### src/rtl/shreg_pkg.sv
// Shared constants and shift-operation decode for the shreg delay line.
// Optional flat tap outputs are enabled by defining SHREG_TAPS_EN.
package shreg_pkg;

  localparam int unsigned SHREG_DEFAULT_WIDTH = 8;
  localparam int unsigned SHREG_DEFAULT_DEPTH = 3;

  typedef enum logic [1:0] {
    OpHold,
    OpShift,
    OpFlush,
    OpReset
  } shreg_op_e;

  // Reset beats flush, flush beats shift.
  function automatic shreg_op_e shreg_decode_op(input logic rst, input logic flush,
                                                input logic en);
    if (rst) return OpReset;
    if (flush) return OpFlush;
    if (en) return OpShift;
    return OpHold;
  endfunction

endpackage

### src/rtl/shreg_stage.sv
// One delay-line stage: a {valid, data} register with sync reset, valid clear and enable.
// The valid bit is the MSB of the record.
module shreg_stage #(
  parameter int unsigned W = 9
) (
  input  logic         clk_i,
  input  logic         rst_i,
  input  logic         clr_valid_i,
  input  logic         en_i,
  input  logic [W-1:0] d_i,
  output logic [W-1:0] q_o
);

  logic [W-1:0] stage_d, stage_q;

  always_comb begin
    stage_d = stage_q;
    if (clr_valid_i) begin
      stage_d[W-1] = 1'b0;
    end else if (en_i) begin
      stage_d = d_i;
    end
  end

  always_ff @(posedge clk_i) begin
    if (rst_i) begin
      stage_q <= '0;
    end else begin
      stage_q <= stage_d;
    end
  end

  assign q_o = stage_q;

endmodule

### src/rtl/shreg_delay_line.sv
// Parametrised shift-register delay line with per-stage valid, flush, tap mux and fill count.
// Define SHREG_TAPS_EN to expose every stage on the flat taps/taps_valid outputs.
module shreg_delay_line
  import shreg_pkg::*;
#(
  parameter int unsigned WIDTH = SHREG_DEFAULT_WIDTH,
  parameter int unsigned DEPTH = SHREG_DEFAULT_DEPTH,
  parameter int unsigned SELW  = $clog2(DEPTH),
  parameter int unsigned CNTW  = $clog2(DEPTH + 1)
) (
  input  logic                   clk,
  input  logic                   rst,
  input  logic                   en,
  input  logic                   flush,
  input  logic [WIDTH-1:0]       din,
  input  logic                   din_valid,
  input  logic [SELW-1:0]        sel,
  output logic [WIDTH-1:0]       dout,
  output logic                   dout_valid,
  output logic [WIDTH-1:0]       last,
  output logic                   last_valid,
`ifdef SHREG_TAPS_EN
  output logic [WIDTH*DEPTH-1:0] taps,
  output logic [DEPTH-1:0]       taps_valid,
`endif
  output logic [CNTW-1:0]        fill_cnt
);

  localparam int unsigned StageW = WIDTH + 1;

  typedef struct packed {
    logic             valid;
    logic [WIDTH-1:0] data;
  } stage_t;

  shreg_op_e op;
  stage_t    stage_q  [DEPTH];
  stage_t    stage_in [DEPTH];
  stage_t    tap;

  logic [CNTW-1:0] fill_d, fill_q;

  assign op = shreg_decode_op(rst, flush, en);

  for (genvar i = 0; i < DEPTH; i++) begin : g_stage
    if (i == 0) begin : g_head
      assign stage_in[i] = '{valid: din_valid, data: din};
    end else begin : g_body
      assign stage_in[i] = stage_q[i-1];
    end

    shreg_stage #(
      .W (StageW)
    ) u_stage (
      .clk_i       (clk),
      .rst_i       (rst),
      .clr_valid_i (op == OpFlush),
      .en_i        (op == OpShift),
      .d_i         (stage_in[i]),
      .q_o         (stage_q[i])
    );

`ifdef SHREG_TAPS_EN
    assign taps[i*WIDTH +: WIDTH] = stage_q[i].data;
    assign taps_valid[i]          = stage_q[i].valid;
`endif
  end

  // Out-of-range selects fall through to the all-zero default.
  always_comb begin
    tap = '0;
    for (int i = 0; i < DEPTH; i++) begin
      if (sel == SELW'(i)) tap = stage_q[i];
    end
  end

  assign dout       = tap.data;
  assign dout_valid = tap.valid;
  assign last       = stage_q[DEPTH-1].data;
  assign last_valid = stage_q[DEPTH-1].valid;

  // Cannot overflow: a full line always has its last stage valid, which leaves on a shift.
  always_comb begin
    fill_d = fill_q;
    unique case (op)
      OpReset, OpFlush: fill_d = '0;
      OpShift: fill_d = fill_q + CNTW'(din_valid) - CNTW'(stage_q[DEPTH-1].valid);
      default: ;
    endcase
  end

  always_ff @(posedge clk) begin
    if (rst) begin
      fill_q <= '0;
    end else begin
      fill_q <= fill_d;
    end
  end

  assign fill_cnt = fill_q;

endmodule

### config.mk
export PLATFORM = sky130hd
export DESIGN_NAME = shreg_delay_line
export DESIGN_NICKNAME = d
export VERILOG_FILES = /design/src/rtl/shreg_pkg.sv /design/src/rtl/shreg_stage.sv /design/src/rtl/shreg_delay_line.sv
export SDC_FILE = /design/constraint.sdc
export NUM_CORES = 1
export LEC_CHECK = 0
export ABC_AREA = 0
export CORE_UTILIZATION = 50
export DETAILED_ROUTE_END_ITERATION = 7
export HOLD_SLACK_MARGIN = 0.12
export MAX_ROUTING_LAYER = met4
export PLACE_DENSITY = 0.82
export SLEW_MARGIN = 15
export SYNTH_ARGS = -nofsm -noshare
export SYNTH_HDL_FRONTEND = slang
export SYNTH_SLANG_ARGS = --single-unit
### constraint.sdc
create_clock -name clk -period 2.4 [get_ports clk]
set_clock_uncertainty 0.05 [all_clocks]
set_input_delay 0.36 -clock clk [delete_from_list [all_inputs] [get_ports clk]]
set_output_delay 0.36 -clock clk [all_outputs]
set_load 0.02 [all_outputs]
==> results.toml <==
[synthesis]
synth_compound_area_share_pct = 14.4
synth_commonest_cells = "57 x nand2_1, 29 x dfxtp_1, 24 x a21oi_1, 13 x mux2i_1, 9 x o21ai_0"
synth_xor_area_share_pct = 0.690
synth.most_common_cell = "nand2_1"
yosysTopAreaCell = "dfxtp_1"
synth_cell_type_count = 16
synth-async-reset-ratio_pct = 0
syn_area_um2 = 1270
synth_top_family_by_area = "simple AND/OR/NAND/NOR gates"
synthMuxAreaShare_pct = 10.3
synthCells = 161
yosys_warnings = 0
synth_seq_cells = 29
synthAdderAreaFrac_pct = 1.97
synthesis.nets = 178
synth-simple-area-share_pct = 20.3
synthFlopType = "dfxtp_1"
synth_edf_count = 0
yosysSeqAreaShare_pct = 45.8
syn_avg_cell_area_um2 = 7.88
netlist_top_cells_area = "dfxtp_1 46%, nand2_1 17%, mux2i_1 10%, a21oi_1 9.5%, o21ai_0 3.6%"
yosysTopAreaCellShare_pct = 45.8

[timing]
rsz0062_at_grt = "false"
maxSlewViolCount = 0
setup_violations = 0
worst_slew_pin_slew_ns = 0.462
whs_ns = 0.425
fin_crit_sh_pct = 96.0
fmaxAchievable_mhz = 434
hold_violations = 0
fin_tns_setup_ns = 0
min_period_ns = 2.30
max_slew_margin_pct = 68.4

[die]
die_height_um = 52.4
rows = 17
ios = 35
initial_utilization_pct = 55.2
fp.dieArea_um2 = 2740
fp.dieW_um = 52.4
core_region_area_um2 = 2300

[drt]
dr_total_vias = 1216
ant_nets = 0
drt-total-wl_um = 2880
drc = 0
drt-wirelength-per-cell_um = 12.9
drt-vias-per-instance = 5.45
drt-pass1-iter-count = 4
drt_iter0_markers = 17

[pwr]
power.share.clock_pct = 32.6
total_power_uw = 898
p_leak_nw = 0.746
switching_share_pct = 24.2
seq_power_share_pct = 55.6
powerDensity_nw_per_um2 = 528
p_comb_share_pct = 11.8
ir_drop_mv = 0.445
p_sw_uw = 217
intPower_uw = 681

[setup_path]
path_common_cell = "clkdlybuf4s50_1"
end_kind = "output port"
path_cells = "clkdlybuf4s50_1 -> nor2b_1 -> buf_4 -> nand2_1 -> o21ai_0 -> clkdlybuf4s50_1"
arrival_ns = 1.89
cpMaxStageDelayCell = "clkdlybuf4s50_1"
max_stage_delay_ns = 0.62
crit_fanout = 9
required_ns = 1.99
criticalPathCategory = "in -> out"
rrSetupSlack_ns = 0.58
cp-start-kind = "input pin"

[grt]
grt_pass1_vias = 1114
track_usage_pct = 24.7
overflow = 0
grt_pass1_wl_um = 4710
grt_antenna_before_repair = 0
grt_max_degree = 25

[clocking]
clock-sinks = 29
clk_latency_ns = 0.32
clkTransAtPathRegs_ns = 0.08
cts_tree = "yes"
clock-root-buffer = "clkbuf_4"
cts_buffers = 5
cts_setup_buffers = 0
h-tree-depth = 2
cts_buffer_depth = 2

[finish]
area_delta_synth_final_pct = 34.1
fin_cells = 223
fillers = 160
final_util_pct = 74.1
nets = 212
drive_above_1_share_pct = 6.67
antenna_cells = 0

[placed_design]
hpwl_um = 2030
place_inst = 216
finalWeightedCongestion = 0.745
io_buffers = 34

[run]
cap_violations = 0

[worst_hold_path]
min_path_type = "reg -> reg"

[outcome]
status = "complete, no violations"
==> state kept, by name (all words and copies together) (netlist names) <==
name	count
g_stage.u_stage.q_o	27
fill_cnt	2
==> cell families (layout without fill, tap and decap cells) <==
group	Yosys count	after routing
simple gates	65	65
xor+xnor	1	1
compound gates	35	35
fa+ha+maj	2	2
mux	13	13
buf+inv	16	50
flops	29	29
==> through the flow <==
| step | worst slack [ns] | cell area, um2 |
|---|---|---|
| 6_report | 0.0958 | 1700 |
| 3_3_place_gp | 0.0673 | 1630 |
| 2_1_floorplan | 0.664 | 1270 |
| 3_5_place_dp | 0.0465 | 1630 |
| 4_1_cts | 0.0205 | 1680 |
| 5_1_grt | 0.00424 | 1700 |
==> layout by cell type, fill, tap and decap left out <==
cell type / synthesis / layout
inv_1: 3 / 3
nor3_1: 5 / 5
dfxtp_1: 29 / 29
dlymetal6s2s_1: 0 / 7
nand2b_1: 1 / 1
nand2_1: 57 / 57
a31o_2: 1 / 1
clkdlybuf4s50_1: 0 / 27
clkbuf_1: 4 / 1
clkbuf_8: 0 / 1
a2111oi_0: 1 / 1
xor2_1: 1 / 1
buf_4: 5 / 5
ha_1: 2 / 2
o21ai_0: 9 / 9
nor2b_1: 2 / 2
buf_12: 0 / 1
clkbuf_4: 0 / 5
a21oi_1: 24 / 24
mux2i_1: 13 / 13
==> critical path: cells and delay by family <==
family | cells | cell delay, ns
simple gates | 2 | 0.20
buf+inv | 3 | 1.27
compound gates | 1 | 0.06
==> area by class of cell <==
cell class / instances / area [um2] / area share [%]
inverter: 3 / 11.3 / 0.662
clock buffer: 7 / 55.1 / 3.24
tap: 28 / 35.0 / 2.06
multi-input combinational: 116 / 604 / 35.5
timing repair buffer: 40 / 415 / 24.4
sequential: 29 / 581 / 34.1
==> routing by layer <==
metal | global-route usage, % | up-vias | part of all wire (%)
met5 | - | - | 0
met2 | 43.5 | 31 | 52
met3 | 8.70 | 8 | 5.6
met4 | 8.33 | 0 | 1.7
met1 | 25.4 | 581 | 41
li1 | - | 596 | -
==> power groups by stage <==
stage	Sequential, mW	Clock, mW	Combinational (mW)
3_5_place_dp	0.510	0	0.106
6_report	0.499	0.293	0.106
2_1_floorplan	0.510	0	0.0586
5_1_grt	0.501	0.321	0.116
4_1_cts	0.499	0.300	0.107
3_3_place_gp	0.510	0	0.104
==> path summary, 6_finish.rpt <==
check | to | cells after the start | startpoint
worst max register to register | fill_cnt[1] | 7 | fill_cnt[0]
worst min-delay path | g_stage[1].u_stage.q_o[5] | 2 | g_stage[0].u_stage.q_o[5]
worst min register to register | g_stage[1].u_stage.q_o[5] | 2 | g_stage[0].u_stage.q_o[5]
worst max-delay path | dout[4] | 6 | sel[1]
==> timing repair <==
action / CTS / global route
gates resized for setup: 0 / 7
endpoints found under the setup margin: 0 / 7
hold buffers: 0 / 0
Power figures use the tool's default switching activity.
